==> src/rtl/ex_pkg.sv <==
// Shared definitions for the pipelined execute stage: ALU operation codes,
// FSM state encoding and the multicycle-op classifier.
package ex_pkg;

    localparam logic [3:0] ALU_AND  = 4'd0;
    localparam logic [3:0] ALU_OR   = 4'd1;
    localparam logic [3:0] ALU_ADD  = 4'd2;
    localparam logic [3:0] ALU_SUB  = 4'd3;
    localparam logic [3:0] ALU_SLT  = 4'd4;
    localparam logic [3:0] ALU_SLTU = 4'd5;
    localparam logic [3:0] ALU_NOR  = 4'd6;
    localparam logic [3:0] ALU_XOR  = 4'd7;
    localparam logic [3:0] ALU_MUL  = 4'd8;
    localparam logic [3:0] ALU_DIVU = 4'd9;
    localparam logic [3:0] ALU_REMU = 4'd10;

    typedef enum logic [1:0] {
        IDLE = 2'd0,
        BUSY = 2'd1,
        DONE = 2'd2
    } ex_state_t;

    function automatic logic is_multicycle(input logic [3:0] op);
        return (op == ALU_MUL) || (op == ALU_DIVU) || (op == ALU_REMU);
    endfunction

endpackage

==> src/rtl/ex_stage_pipelined_if.sv <==
// Upstream (ID/EX) and downstream (EX/MEM) handshake bundle of the execute stage.
// The master side drives operands and out_ready; the slave side is the stage itself.
interface ex_stage_pipelined_if #(
    parameter int XLEN  = 32,
    parameter int REG_W = 5
);
    logic             flush;
    logic             in_valid;
    logic             in_ready;
    logic             in_RegDst;
    logic             in_RegWrite;
    logic             in_ALUSrc;
    logic             in_MemWrite;
    logic             in_MemRead;
    logic             in_MemToReg;
    logic             in_branch;
    logic [1:0]       in_load_mode;
    logic [3:0]       in_ALUOp;
    logic [REG_W-1:0] in_instr_bits_15_11;
    logic [REG_W-1:0] in_instr_bits_20_16;
    logic [XLEN-1:0]  in_extended_bits;
    logic [XLEN-1:0]  in_read_data1;
    logic [XLEN-1:0]  in_read_data2;
    logic [XLEN-1:0]  in_new_pc_value;

    logic             out_valid;
    logic             out_ready;
    logic             zero_out;
    logic             RegWrite_out;
    logic             MemWrite_out;
    logic             MemRead_out;
    logic             MemToReg_out;
    logic             branch_out;
    logic [1:0]       load_mode_out;
    logic [REG_W-1:0] writebackDestination_out;
    logic [XLEN-1:0]  aluResult_out;
    logic [XLEN-1:0]  rt_out;
    logic [XLEN-1:0]  pc_out;

    modport master (
        output flush, in_valid, in_RegDst, in_RegWrite, in_ALUSrc, in_MemWrite,
               in_MemRead, in_MemToReg, in_branch, in_load_mode, in_ALUOp,
               in_instr_bits_15_11, in_instr_bits_20_16, in_extended_bits,
               in_read_data1, in_read_data2, in_new_pc_value, out_ready,
        input  in_ready, out_valid, zero_out, RegWrite_out, MemWrite_out,
               MemRead_out, MemToReg_out, branch_out, load_mode_out,
               writebackDestination_out, aluResult_out, rt_out, pc_out
    );

    modport slave (
        input  flush, in_valid, in_RegDst, in_RegWrite, in_ALUSrc, in_MemWrite,
               in_MemRead, in_MemToReg, in_branch, in_load_mode, in_ALUOp,
               in_instr_bits_15_11, in_instr_bits_20_16, in_extended_bits,
               in_read_data1, in_read_data2, in_new_pc_value, out_ready,
        output in_ready, out_valid, zero_out, RegWrite_out, MemWrite_out,
               MemRead_out, MemToReg_out, branch_out, load_mode_out,
               writebackDestination_out, aluResult_out, rt_out, pc_out
    );
endinterface

==> src/rtl/ex_muldiv_iter.sv <==
// Iterative unsigned multiply / restoring divide, one bit per cycle over XLEN cycles.
// done marks the cycle of the final step; result is valid from the following cycle.
module ex_muldiv_iter
    import ex_pkg::*;
#(
    parameter int XLEN = 32
) (
    input  logic            clk,
    input  logic            reset,
    input  logic            start,
    input  logic            kill,
    input  logic [3:0]      op,
    input  logic [XLEN-1:0] a,
    input  logic [XLEN-1:0] b,
    output logic            done,
    output logic [XLEN-1:0] result
);
    localparam int CW = $clog2(XLEN);

    logic [3:0]      op_reg;
    logic [XLEN-1:0] acc_reg;   // product accumulator / partial remainder
    logic [XLEN-1:0] lo_reg;    // multiplier bits / dividend shifting into quotient
    logic [XLEN-1:0] opnd_reg;  // multiplicand (shifts left) / divisor (fixed)
    logic [CW-1:0]   cnt_reg;
    logic            busy_reg;

    logic [XLEN:0]   trial;
    logic [XLEN-1:0] diff;
    logic            take;

    // Divisor of zero always "takes", giving all-ones quotient and remainder == dividend.
    assign trial = {acc_reg, lo_reg[XLEN-1]};
    assign take  = trial >= {1'b0, opnd_reg};
    assign diff  = trial[XLEN-1:0] - opnd_reg;

    assign done   = busy_reg && (cnt_reg == CW'(XLEN - 1));
    assign result = (op_reg == ALU_DIVU) ? lo_reg : acc_reg;

    always_ff @(posedge clk or posedge reset) begin
        if (reset) begin
            op_reg   <= '0;
            acc_reg  <= '0;
            lo_reg   <= '0;
            opnd_reg <= '0;
            cnt_reg  <= '0;
            busy_reg <= 1'b0;
        end else if (kill) begin
            cnt_reg  <= '0;
            busy_reg <= 1'b0;
        end else if (start) begin
            op_reg   <= op;
            acc_reg  <= '0;
            lo_reg   <= a;
            opnd_reg <= b;
            cnt_reg  <= '0;
            busy_reg <= 1'b1;
        end else if (busy_reg) begin
            cnt_reg <= cnt_reg + CW'(1);
            if (done) begin
                busy_reg <= 1'b0;
            end
            if (op_reg == ALU_MUL) begin
                acc_reg  <= acc_reg + (lo_reg[0] ? opnd_reg : '0);
                lo_reg   <= lo_reg >> 1;
                opnd_reg <= opnd_reg << 1;
            end else begin
                acc_reg <= take ? diff : trial[XLEN-1:0];
                lo_reg  <= {lo_reg[XLEN-2:0], take};
            end
        end
    end

endmodule

==> src/rtl/ex_stage_pipelined.sv <==
// Execute stage with a valid/ready EX/MEM output register: single-cycle ALU, branch
// adder and RegDst mux, plus an iterative mul/div path that stalls the upstream.
module ex_stage_pipelined
    import ex_pkg::*;
#(
    parameter int XLEN  = 32,
    parameter int REG_W = 5
) (
    input  logic              clk,
    input  logic              reset,
    ex_stage_pipelined_if.slave bus
);
    ex_state_t state_reg, state_next;

    logic            slot_free, in_ready_c, accept;
    logic            load_single, load_multi, load_any, start_md, md_done;
    logic [XLEN-1:0] op_a, op_b, alu_result, branch_target, md_result;
    logic [REG_W-1:0] wb_dest;
    logic [6:0]      in_ctl;

    logic [XLEN-1:0]  hold_pc_reg, hold_rt_reg;
    logic [REG_W-1:0] hold_wb_reg;
    logic [6:0]       hold_ctl_reg;

    logic             out_valid_reg, zero_reg;
    logic [6:0]       out_ctl_reg;
    logic [REG_W-1:0] out_wb_reg;
    logic [XLEN-1:0]  out_result_reg, out_rt_reg, out_pc_reg;

    logic [XLEN-1:0]  ld_result, ld_pc, ld_rt;
    logic [REG_W-1:0] ld_wb;
    logic [6:0]       ld_ctl;

    assign op_a          = bus.in_read_data1;
    assign op_b          = bus.in_ALUSrc ? bus.in_extended_bits : bus.in_read_data2;
    assign branch_target = bus.in_new_pc_value + (bus.in_extended_bits << 2);
    assign wb_dest       = bus.in_RegDst ? bus.in_instr_bits_15_11 : bus.in_instr_bits_20_16;
    assign in_ctl        = {bus.in_RegWrite, bus.in_MemWrite, bus.in_MemRead,
                            bus.in_MemToReg, bus.in_branch, bus.in_load_mode};

    always_comb begin
        alu_result = '0;
        case (bus.in_ALUOp)
            ALU_AND:  alu_result = op_a & op_b;
            ALU_OR:   alu_result = op_a | op_b;
            ALU_ADD:  alu_result = op_a + op_b;
            ALU_SUB:  alu_result = op_a - op_b;
            ALU_SLT:  alu_result = {{(XLEN-1){1'b0}}, $signed(op_a) < $signed(op_b)};
            ALU_SLTU: alu_result = {{(XLEN-1){1'b0}}, op_a < op_b};
            ALU_NOR:  alu_result = ~(op_a | op_b);
            ALU_XOR:  alu_result = op_a ^ op_b;
            default:  alu_result = '0;
        endcase
    end

    ex_muldiv_iter #(.XLEN(XLEN)) u_muldiv (
        .clk    (clk),
        .reset  (reset),
        .start  (start_md),
        .kill   (bus.flush),
        .op     (bus.in_ALUOp),
        .a      (op_a),
        .b      (op_b),
        .done   (md_done),
        .result (md_result)
    );

    assign slot_free = !out_valid_reg || bus.out_ready;

    always_ff @(posedge clk or posedge reset) begin
        if (reset) begin
            state_reg <= IDLE;
        end else begin
            state_reg <= state_next;
        end
    end

    always_comb begin
        state_next = state_reg;
        if (bus.flush) begin
            state_next = IDLE;
        end else begin
            case (state_reg)
                IDLE:    if (start_md)   state_next = BUSY;
                BUSY:    if (md_done)    state_next = DONE;
                DONE:    if (load_multi) state_next = IDLE;
                default: state_next = IDLE;
            endcase
        end
    end

    // A flush in the same cycle suppresses both accept and the DONE load.
    always_comb begin
        in_ready_c  = 1'b0;
        accept      = 1'b0;
        load_single = 1'b0;
        load_multi  = 1'b0;
        start_md    = 1'b0;
        case (state_reg)
            IDLE: begin
                in_ready_c  = slot_free;
                accept      = bus.in_valid && slot_free && !bus.flush;
                load_single = accept && !is_multicycle(bus.in_ALUOp);
                start_md    = accept && is_multicycle(bus.in_ALUOp);
            end
            DONE:    load_multi = slot_free && !bus.flush;
            default: ;
        endcase
    end

    always_ff @(posedge clk or posedge reset) begin
        if (reset) begin
            hold_pc_reg  <= '0;
            hold_rt_reg  <= '0;
            hold_wb_reg  <= '0;
            hold_ctl_reg <= '0;
        end else if (start_md) begin
            hold_pc_reg  <= branch_target;
            hold_rt_reg  <= bus.in_read_data2;
            hold_wb_reg  <= wb_dest;
            hold_ctl_reg <= in_ctl;
        end
    end

    assign load_any  = load_single || load_multi;
    assign ld_result = load_multi ? md_result    : alu_result;
    assign ld_pc     = load_multi ? hold_pc_reg  : branch_target;
    assign ld_rt     = load_multi ? hold_rt_reg  : bus.in_read_data2;
    assign ld_wb     = load_multi ? hold_wb_reg  : wb_dest;
    assign ld_ctl    = load_multi ? hold_ctl_reg : in_ctl;

    always_ff @(posedge clk or posedge reset) begin
        if (reset) begin
            out_valid_reg  <= 1'b0;
            zero_reg       <= 1'b0;
            out_ctl_reg    <= '0;
            out_wb_reg     <= '0;
            out_result_reg <= '0;
            out_rt_reg     <= '0;
            out_pc_reg     <= '0;
        end else if (bus.flush) begin
            out_valid_reg <= 1'b0;
        end else if (load_any) begin
            out_valid_reg  <= 1'b1;
            zero_reg       <= (ld_result == '0);
            out_ctl_reg    <= ld_ctl;
            out_wb_reg     <= ld_wb;
            out_result_reg <= ld_result;
            out_rt_reg     <= ld_rt;
            out_pc_reg     <= ld_pc;
        end else if (bus.out_ready) begin
            out_valid_reg <= 1'b0;
        end
    end

    assign bus.in_ready                 = in_ready_c;
    assign bus.out_valid                = out_valid_reg;
    assign bus.zero_out                 = zero_reg;
    assign bus.RegWrite_out             = out_ctl_reg[6];
    assign bus.MemWrite_out             = out_ctl_reg[5];
    assign bus.MemRead_out              = out_ctl_reg[4];
    assign bus.MemToReg_out             = out_ctl_reg[3];
    assign bus.branch_out               = out_ctl_reg[2];
    assign bus.load_mode_out            = out_ctl_reg[1:0];
    assign bus.writebackDestination_out = out_wb_reg;
    assign bus.aluResult_out            = out_result_reg;
    assign bus.rt_out                   = out_rt_reg;
    assign bus.pc_out                   = out_pc_reg;

endmodule

==> src/flat_wrapper.sv <==
// flat-port wrapper written by rule: the top's interface ports become plain ports
module ex_stage_pipelined_flat import ex_pkg::*;
#(
    parameter int XLEN  = 32,
    parameter int REG_W = 5
)
  (clk, reset, bus_flush, bus_in_valid, bus_in_RegDst, bus_in_RegWrite, bus_in_ALUSrc, bus_in_MemWrite, bus_in_MemRead, bus_in_MemToReg, bus_in_branch, bus_in_load_mode, bus_in_ALUOp, bus_in_instr_bits_15_11, bus_in_instr_bits_20_16, bus_in_extended_bits, bus_in_read_data1, bus_in_read_data2, bus_in_new_pc_value, bus_out_ready, bus_in_ready, bus_out_valid, bus_zero_out, bus_RegWrite_out, bus_MemWrite_out, bus_MemRead_out, bus_MemToReg_out, bus_branch_out, bus_load_mode_out, bus_writebackDestination_out, bus_aluResult_out, bus_rt_out, bus_pc_out);
  ex_stage_pipelined_if #(.XLEN(XLEN), .REG_W(REG_W)) bus_i ();
  input  logic clk;
  input  logic reset;
  input wire logic [$bits(bus_i.flush)-1:0] bus_flush;
  input wire logic [$bits(bus_i.in_valid)-1:0] bus_in_valid;
  input wire logic [$bits(bus_i.in_RegDst)-1:0] bus_in_RegDst;
  input wire logic [$bits(bus_i.in_RegWrite)-1:0] bus_in_RegWrite;
  input wire logic [$bits(bus_i.in_ALUSrc)-1:0] bus_in_ALUSrc;
  input wire logic [$bits(bus_i.in_MemWrite)-1:0] bus_in_MemWrite;
  input wire logic [$bits(bus_i.in_MemRead)-1:0] bus_in_MemRead;
  input wire logic [$bits(bus_i.in_MemToReg)-1:0] bus_in_MemToReg;
  input wire logic [$bits(bus_i.in_branch)-1:0] bus_in_branch;
  input wire logic [$bits(bus_i.in_load_mode)-1:0] bus_in_load_mode;
  input wire logic [$bits(bus_i.in_ALUOp)-1:0] bus_in_ALUOp;
  input wire logic [$bits(bus_i.in_instr_bits_15_11)-1:0] bus_in_instr_bits_15_11;
  input wire logic [$bits(bus_i.in_instr_bits_20_16)-1:0] bus_in_instr_bits_20_16;
  input wire logic [$bits(bus_i.in_extended_bits)-1:0] bus_in_extended_bits;
  input wire logic [$bits(bus_i.in_read_data1)-1:0] bus_in_read_data1;
  input wire logic [$bits(bus_i.in_read_data2)-1:0] bus_in_read_data2;
  input wire logic [$bits(bus_i.in_new_pc_value)-1:0] bus_in_new_pc_value;
  input wire logic [$bits(bus_i.out_ready)-1:0] bus_out_ready;
  output wire logic [$bits(bus_i.in_ready)-1:0] bus_in_ready;
  output wire logic [$bits(bus_i.out_valid)-1:0] bus_out_valid;
  output wire logic [$bits(bus_i.zero_out)-1:0] bus_zero_out;
  output wire logic [$bits(bus_i.RegWrite_out)-1:0] bus_RegWrite_out;
  output wire logic [$bits(bus_i.MemWrite_out)-1:0] bus_MemWrite_out;
  output wire logic [$bits(bus_i.MemRead_out)-1:0] bus_MemRead_out;
  output wire logic [$bits(bus_i.MemToReg_out)-1:0] bus_MemToReg_out;
  output wire logic [$bits(bus_i.branch_out)-1:0] bus_branch_out;
  output wire logic [$bits(bus_i.load_mode_out)-1:0] bus_load_mode_out;
  output wire logic [$bits(bus_i.writebackDestination_out)-1:0] bus_writebackDestination_out;
  output wire logic [$bits(bus_i.aluResult_out)-1:0] bus_aluResult_out;
  output wire logic [$bits(bus_i.rt_out)-1:0] bus_rt_out;
  output wire logic [$bits(bus_i.pc_out)-1:0] bus_pc_out;
  assign bus_i.flush = bus_flush;
  assign bus_i.in_valid = bus_in_valid;
  assign bus_i.in_RegDst = bus_in_RegDst;
  assign bus_i.in_RegWrite = bus_in_RegWrite;
  assign bus_i.in_ALUSrc = bus_in_ALUSrc;
  assign bus_i.in_MemWrite = bus_in_MemWrite;
  assign bus_i.in_MemRead = bus_in_MemRead;
  assign bus_i.in_MemToReg = bus_in_MemToReg;
  assign bus_i.in_branch = bus_in_branch;
  assign bus_i.in_load_mode = bus_in_load_mode;
  assign bus_i.in_ALUOp = bus_in_ALUOp;
  assign bus_i.in_instr_bits_15_11 = bus_in_instr_bits_15_11;
  assign bus_i.in_instr_bits_20_16 = bus_in_instr_bits_20_16;
  assign bus_i.in_extended_bits = bus_in_extended_bits;
  assign bus_i.in_read_data1 = bus_in_read_data1;
  assign bus_i.in_read_data2 = bus_in_read_data2;
  assign bus_i.in_new_pc_value = bus_in_new_pc_value;
  assign bus_i.out_ready = bus_out_ready;
  assign bus_in_ready = bus_i.in_ready;
  assign bus_out_valid = bus_i.out_valid;
  assign bus_zero_out = bus_i.zero_out;
  assign bus_RegWrite_out = bus_i.RegWrite_out;
  assign bus_MemWrite_out = bus_i.MemWrite_out;
  assign bus_MemRead_out = bus_i.MemRead_out;
  assign bus_MemToReg_out = bus_i.MemToReg_out;
  assign bus_branch_out = bus_i.branch_out;
  assign bus_load_mode_out = bus_i.load_mode_out;
  assign bus_writebackDestination_out = bus_i.writebackDestination_out;
  assign bus_aluResult_out = bus_i.aluResult_out;
  assign bus_rt_out = bus_i.rt_out;
  assign bus_pc_out = bus_i.pc_out;
  ex_stage_pipelined #(.XLEN(XLEN), .REG_W(REG_W)) u_core (.clk(clk), .reset(reset), .bus(bus_i));
endmodule
==> config.mk <==
export PLATFORM = sky130hd
export DESIGN_NAME = ex_stage_pipelined_flat
export DESIGN_NICKNAME = d
export VERILOG_FILES = /design/src/rtl/ex_pkg.sv /design/src/rtl/ex_stage_pipelined_if.sv /design/src/rtl/ex_muldiv_iter.sv /design/src/rtl/ex_stage_pipelined.sv /design/src/flat_wrapper.sv
export SDC_FILE = /design/constraint.sdc
export NUM_CORES = 1
export LEC_CHECK = 0
export ABC_CLOCK_PERIOD_IN_PS = 31500
export BUFFER_PORTS_ARGS = -buffer_cell sky130_fd_sc_hd__buf_2
export CORE_MARGIN = 2
export CORE_UTILIZATION = 35
export CTS_BUF_LIST = sky130_fd_sc_hd__clkbuf_8
export DETAILED_ROUTE_END_ITERATION = 12
export HOLD_SLACK_MARGIN = 0.05
export SYNTH_ARGS = -nofsm -noshare
export SYNTH_HDL_FRONTEND = slang
export SYNTH_SLANG_ARGS = --single-unit
==> constraint.sdc <==
create_clock -name clk -period 31.5 [get_ports clk]
set_clock_uncertainty 0.15 [all_clocks]
set_input_delay 7.875 -clock clk [delete_from_list [all_inputs] [get_ports clk]]
set_output_delay 7.875 -clock clk [all_outputs]
set_load 0.02 [all_outputs]
# Yosys cells after proc, flatten, opt, wreduce, memory -nomap -nowiden
# Index checks and enable logic that the tools add are counted.
word_totals:
  rom_bits: 0
  ram_bits: 0
  latch_bits: 0
  word_cells: 114
  ff_bits: 294
  in_bits: 156
  memories: 0
  output_inout_bits: 111
op_classes:
  magnitude_cmp: 3
  reduce_logical: 25
  n_addsub: 6
  mul: 0
  muxes: 39
  shift: 0
  eq_ne: 18
  div_mod_pow: 0
  n_bitwise: 5
op_table:
  columns: ["op", "n"]
  rows:
  - ["$mux W32", 16]
  - ["$pmux W32 S8", 1]
  - ["$add A32 B32 Y32", 3]
  - ["$lt A32 B32 Y1", 2]
  - ["$sub A32 B32 Y32", 2]
  - ["$ge A33 B32 Y1", 1]
  - ["$and A32 B32 Y32", 1]
  - ["$logic_not A32 Y1", 1]
  - ["$not A32 Y32", 1]
  - ["$or A32 B32 Y32", 1]
  - ["$xor A32 B32 Y32", 1]
  - ["$mux W5", 5]
  - ["$eq A4 B4 Y1 const B", 5]
  - ["$eq A4 B3 Y1 const B", 4]
  - ["$mux W1", 11]
  - ["$ne A3 B2 Y1 const B", 3]
  - ["$eq A4 B2 Y1 const B", 2]
  - ["$mux W2", 4]
  - ["$mux W7", 1]
  - ["$logic_and A1 B1 Y1", 6]
  - ["$pmux W2 S3", 1]
  - ["$reduce_and A2 Y1", 3]
  - ["$reduce_and A3 Y1", 2]
  - ["$reduce_bool A3 Y1", 2]
  - ["other kinds (11)", 17]

# Longest topological paths before layout
# Gate-level depths: netlist of the first run.
depth:
  word_depth: 9
  depth_mapped: 20
  ltp_nobuf: 18

# Modules after synthesis
# A second synthesis of the first run with hierarchy kept.
hier_totals:
  hier_cells: 3156
  area_unflattened_um2: 25029.0
by_module_without_submodules:
  columns: ["mod", "cells_each", "area_each_um2", "n_inst"]
  rows:
  - ["ex_stage_pipelined", 2067, 15798.9, 1]
  - ["ex_muldiv_iter", 1089, 9230.1, 1]

# Least setup slack after synthesis of the first run
# OpenSTA, ideal clock, no wires.
synth_path:
  path_type: "input -> output"
  start: "input port bus_out_ready"
  end: "output port bus_in_ready"
  path_slack_ps: 15095
  stages: 2
  arrival_time_ps: 8380
  cell_sequence: "nor2b_1 -> nor3_1"
synth_via:
  elab_chain_len: 2
synth_rtl:
  columns: ["element", "line", "text"]
  rows:
  - ["from (decl)", "flat_wrapper.sv:28", "input wire logic [$bits(bus_i.out_ready)-1:0] bus_out_ready;"]
  - ["$logic_or A1 B1 Y1", "ex_stage_pipelined.sv:68", "assign slot_free = !out_valid_reg || bus.out_ready;"]
  - ["$mux W1", "ex_stage_pipelined.sv:99", "case (state_reg)"]
  - ["to (decl)", "flat_wrapper.sv:29", "output wire logic [$bits(bus_i.in_ready)-1:0] bus_in_ready;"]
# No other way between the ends.

# Worst setup path after layout of the first run
# Same ends and word-level chain as after synthesis.

==> results of run 1 <==
## placed cells by master (no fill, tap or decap), types with 36 or more instances in the layout
cell type / count
nor3_1: 46
xor2_1: 41
buf_2: 266
nor2_1: 255
dfrtp_1: 294
clkbuf_8: 66
mux2i_1: 54
buf_4: 46
nand3_1: 47
o21ai_0: 202
xnor2_1: 66
a21o_1: 47
and2_1: 41
ha_1: 202
a31oi_1: 89
o211ai_1: 36
a21oi_1: 264
inv_1: 171
nand2_1: 683
## worst max path at each step
stage / from / to / slack [ns] / cells after the start
finish: bus_out_ready / bus_in_ready / 15.10 / 4
detailed placement: bus_out_ready / bus_in_ready / 15.09 / 4
CTS: bus_out_ready / bus_in_ready / 15.08 / 4
floorplan: bus_out_ready / bus_in_ready / 15.09 / 2
global route: bus_out_ready / bus_in_ready / 15.04 / 4
global placement: bus_out_ready / bus_in_ready / 15.05 / 4
## through the flow
| stage | cells | util [%] | worst slack [ns] | cell area, µm² |
|---|---|---|---|---|
| floorplan | 3137 | - | 15.09 | 23900 |
| global placement | 4154 | 38.8 | 15.05 | 26100 |
| detailed placement | 4154 | 38.8 | 15.09 | 26100 |
| CTS | 4247 | 40.6 | 15.08 | 27400 |
| global route | 4248 | 40.6 | 15.04 | 27400 |
| finish | 4250 | 40.6 | 15.10 | 27400 |
## worst register-to-register path, delay by kind of cell (launching register included)
| kind | cells | cell delay, ns |
|---|---|---|
| buf+inv | 1 | 0.66 |
| simple gates | 9 | 3.35 |
| flops | 1 | 0.43 |
| compound gates | 3 | 0.66 |
## layout make-up
class                           instances  area, µm²
Sequential cell                       294       7360
Timing Repair Buffer                  312       1680
Clock inverter                         27        298
Fill cell                            7007      40000
Multi-Input combinational cell       2507      15400
Antenna cell                            3       7.51
Inverter                              168        638
Tap cell                              873       1090
Clock buffer                           66        908
## power groups by stage
stage	Combinational (mW)	Sequential, mW	Clock (mW)
6_report	0.854	0.543	0.420
5_1_grt	0.951	0.554	0.445
4_1_cts	0.847	0.542	0.430
3_5_place_dp	0.843	0.548	0
3_3_place_gp	0.839	0.547	0
2_1_floorplan	0.579	0.560	0
## metal layers
metal / GRT usage, % / vias to the layer above
met5: 0 / -
met4: 7.70 / 6
met3: 3.84 / 168
met2: 38.1 / 867
met1: 35.0 / 11200
li1: - / 11400
## cells by family (layout without fill, tap and decap cells)
family / Yosys count / count (layout) / synth area share (%)
AND/OR/NAND/NOR: 1205 / 1205 / 21.5
buffers and inverters: 336 / 573 / 5.32
other: 0 / 3 / 0
multiplexers: 60 / 60 / 2.59
adder cells (fa/ha/maj): 207 / 207 / 11.0
AO/OA/AOI/OAI: 928 / 928 / 25.0
flip-flops: 294 / 294 / 30.8
XOR/XNOR: 107 / 107 / 3.92
==> results.yml, run 1 <==
global_route:
  grt_pass1_wl_mm: 135
  overflow: 0
  grt_pass1_vias: 22000
  antenna_found_initial: 8
  grt_max_degree: 93
  grt.total_usage_pct: 24.6
sta:
  finalHoldViolations: 0
  hold_ws_ns: 0.308
  max_clock_freq_mhz: 61.0
  maxSlewViolCount: 0
  setup-violations-final: 0
  fin_crit_sh_pct: 52.1
  tightest_slew_ns: 1.22
  fin_crit_ns: 16.40
  setup-tns-final_ns: 0
  relSlewSlack_pct: 18.1
  rsz0062_at_grt: "no"
cells_and_area:
  fin_nets: 3697
  drive_gt1_share_pct: 13.4
  synthToLayoutAreaGrowth_pct: 14.4
synthesis:
  synth_top_cell_by_area: "dfrtp_1"
  yosys.cell_count.top_type: "nand2_1"
  synth_fp_nets: 3500
  synth_top_area_share_pct: 30.8
  synthesis.area_mm2: 0.0239
  avgSynthCellArea_um2: 7.62
  yosysUniqueCellTypes: 92
  synth-edff-count: 0
  synth_flop_cell: "dfrtp_1"
  synth_area_leaders: "dfrtp_1 31%, nand2_1 11%, ha_1 11%"
  synth-async-reset-ratio_pct: 100
  ys_seq_elements: 294
  postSynthCellCount: 3137
  ys_warn_count: 0
  ys_seq_area_share_pct: 30.8
  yosys-top-cells-count: "684 x nand2_1, 294 x dfrtp_1, 264 x a21oi_1"
clocking:
  postCtsResizedCells: 0
  clk_pin_slew_ns: 0.06
  numCtsBuffers: 51
  cts_hold_buf: 0
  cts_max_level: 2
  cts_buffer_depth: 3
  cts_root_buffer: "clkbuf_8"
  clk_latency_ns: 0.68
  cts_tree: "yes"
  cts_setup_buffers: 0
  clock_sinks: 294
routing:
  dr.max_layer_used: "met5"
  postRouteAntennaNets: 0
  routed_wl_mm: 88.6
  wl_met2_mm: 39.4
  wl_met3_mm: 6.78
  viasPerCell: 5.57
  wl_per_cell_um: 20.8
  first_pass_iters: 8
  post-route-drc-count: 0
  wl_met1_mm: 39.7
  dr.first_iter.drc_count: 2097
  vias: 23700
placement:
  hpwl_mm: 65.7
  portBuffers: 266
  place.gp.congestion: 0.966
floorplan:
  dieHeight_um: 265
  io-pin-count: 267
  core_mm2: 0.0674
  rows: 95
  die_w_um: 265
  dieArea_mm2: 0.0704
  start_util_pct: 35.5
power:
  power_frac_comb_pct: 47.0
  seqPwrFrac_pct: 29.9
  p_sw_uw: 791
  ir_worst_vdd_mv: 0.0418
  p_int_mw: 1.03
  powerDensity_mw_per_mm2: 66.4
  finalPower_mw: 1.82
  p_clk_share_pct: 23.1
  p_sw_share_pct: 43.5
  leakagePower_nw: 13.0
worst_hold_path:
  hp-class: "flop to flop"
  worstHoldStart: "u_core.u_muldiv.op_reg[3]"
  hold_end: "u_core.u_muldiv.op_reg[3]"
  hold_path_depth: 1
setup_path:
  crit_family: "buffers and inverters"
  worst_ep_required_time_ns: 23.48
  path_cells: "buf_2 -> nor2b_1 -> nor3_1 -> buf_2"
  crit_fanout: 3
  critPathBufInv: 2
  worstSetupStartpointType: "primary input"
  worstRegToRegCells: 13
  reg2reg_to: "u_core.bus.zero_out"
  r2r_start: "u_core.state_reg[0]"
  cpMostUsedCell: "buf_2"
  reg2reg_slack_ns: 26.13
  endpoint_kind: "primary output"
  slowest_stage: "nor2b_1"
  cp.arrival_ns: 8.38
  path_class: "primary input to primary output"
  slowest_delay_ns: 0.17
run:
  cap_violations: 0
run_status:
  outcome: "finished, final reports clean"
No activity file was read; power rests on OpenSTA's default activity.
==> run 2: changes to the inputs <==
ABC_CLOCK_PERIOD_IN_PS = 14700   (was 31500)
clock period = 14.7 ns   (was 31.5 ns; I/O delays follow)
==> results.yml, run 2 (synthesized netlist as in run 1, its figures left out) <==
worst_hold_path:
  hold_end: "u_core.bus.aluResult_out[19]"
  hp-class: "flop to flop"
  hold_path_depth: 2
  worstHoldStart: "u_core.bus.aluResult_out[19]"
global_route:
  grt.total_usage_pct: 25.7
  antenna_found_initial: 5
  grt_pass1_vias: 22400
  overflow: 0
  grt_max_degree: 163
  grt_pass1_wl_mm: 140
placement:
  hpwl_mm: 68.6
  place.gp.congestion: 0.972
  portBuffers: 266
sta:
  tightest_slew_ns: 1.10
  max_clock_freq_mhz: 115
  finalHoldViolations: 0
  setup-violations-final: 0
  fin_crit_sh_pct: 59.2
  relSlewSlack_pct: 26.3
  fin_crit_ns: 8.70
  maxSlewViolCount: 0
  setup-tns-final_ns: 0
  rsz0062_at_grt: "no"
setup_path:
  worst_ep_required_time_ns: 15.13
  reg2reg_to: "u_core.bus.zero_out"
  endpoint_kind: "flop"
  worstSetupStartpointType: "primary input"
  reg2reg_slack_ns: 9.60
  slowest_delay_ns: 0.75
  path_class: "primary input to flop"
  worstRegToRegCells: 12
  slowest_stage: "o31ai_1"
  crit_fanout: 32
  path_cells: "buf_2 -> buf_4 -> mux2i_1 -> inv_1 -> fa_1 -> o21bai_1 -> a31oi_1 -> and3_1 -> o31ai_1 -> nor2_1 -> nor3_1 -> o41ai_1 -> o211ai_1 -> nor4b_1 -> nand4_1 -> nor4b_1 -> nand4_1 -> o31ai_1"
  r2r_start: "u_core.u_muldiv.op_reg[1]"
  cp.arrival_ns: 9.13
cells_and_area:
  layout_commonest_cell: "nand2_1"
  final_cell_mix: "683 x nand2_1, 294 x dfrtp_1, 266 x buf_2"
  drive_gt1_share_pct: 13.2
  multiInputGateArea_mm2: 0.0154
  synthToLayoutAreaGrowth_pct: 14.2
  fillerInstances: 7026
  fin_nets: 3696
  seq_area_mm2: 0.00736
clocking:
  clk_latency_ns: 0.68
  clk_pin_slew_ns: 0.06
  cts_max_level: 2
  clock_sinks: 294
  postCtsResizedCells: 0
  cts_hold_buf: 0
  cts_root_buffer: "clkbuf_8"
  cts_setup_buffers: 0
  cts_buffer_depth: 3
  numCtsBuffers: 54
  cts_tree: "yes"
floorplan:
  dieArea_mm2: 0.0704
  die_w_um: 265
  dieHeight_um: 265
  core_mm2: 0.0674
  rows: 95
  start_util_pct: 35.5
  io-pin-count: 267
run:
  cap_violations: 0
routing:
  postRouteAntennaNets: 0
  vias: 24100
  viasPerCell: 5.67
  wl_per_cell_um: 21.9
  post-route-drc-count: 0
  dr.first_iter.drc_count: 2341
  routed_wl_mm: 92.9
  first_pass_iters: 6
power:
  finalPower_mw: 3.87
  powerDensity_mw_per_mm2: 142
  ir_worst_vdd_mv: 0.137
  leakagePower_nw: 13.0
run_status:
  outcome: "finished, final reports clean"
## run 2: cell count changes in the layout (fill, tap and decap cells not counted), moves of 2 or more
cell        previous run  this run
buf_4                 46        40
bufinv_16              6         2
buf_12                 0         2
clkbuf_8              66        70
inv_1                171       179
clkinvlp_4             2         0
## run 2: routing by layer
layer  routed length [µm]  GRT usage [%]  part of all wire [%]  vias to the layer above
li1                     -              -                     -                    11400
met1                41600           36.4                    45                    11600
met2                41800           40.1                    45                      965
met3                 6590           3.60                   7.1                      187
met4                 2950           8.54                   3.2                        4
met5                   31              0                 0.033                        -
## run 2: final cells by class
cell class	instances	share of cell area [%]
timing repair buffer	308	6.12
sequential	294	26.9
clock inverter	28	0.706
multi-input combinational	2507	56.3
antenna	4	0.0367
tap	873	4.00
inverter	168	2.34
clock buffer	70	3.53
## run 2: worst max path at each step
stage,from,to,slack [ns],depth (start not counted)
final,bus_in_ALUSrc,u_core.bus.zero_out,6.00,18
after global routing,bus_in_ALUSrc,u_core.bus.zero_out,5.65,18
after CTS,bus_in_ALUSrc,u_core.bus.zero_out,6.22,18
after detailed placement,bus_in_ALUSrc,u_core.bus.zero_out,5.52,18
after global placement,bus_in_ALUSrc,u_core.bus.zero_out,5.55,18
after floorplan,reset,u_core.bus.aluResult_out[0],2.76,1
## run 2: critical path, delay by kind of cell
family                   cells  cell delay [ns]
buffers and inverters        3             0.75
multiplexers                 1             0.54
AO/OA/AOI/OAI                6             1.70
AND/OR/NAND/NOR              7             1.94
adder cells (fa/ha/maj)      1             0.47
## run 2: power breakdown
| group | total (mW) | internal, mW | switching, mW |
|---|---|---|---|
| combinational | 1.84 | 0.696 | 1.15 |
| sequential | 1.17 | 0.992 | 0.183 |
| clock | 0.858 | 0.462 | 0.395 |
| total | 3.87 | 2.15 | 1.72 |
## run 2: per-stage QoR
| step | worst slack, ns | util [%] | hold WS, ns | instance area [µm²] | std cells |
|---|---|---|---|---|---|
| after global routing | 5.65 | 40.5 | 0.343 | 27300 | 4249 |
| after detailed placement | 5.52 | 38.8 | 0.305 | 26100 | 4150 |
| after global placement | 5.55 | 38.8 | 0.298 | 26100 | 4150 |
| after floorplan | 2.76 | - | 0.275 | 23900 | 3137 |
| final | 6.00 | 40.5 | 0.321 | 27300 | 4252 |
| after CTS | 6.22 | 40.5 | 0.327 | 27300 | 4248 |
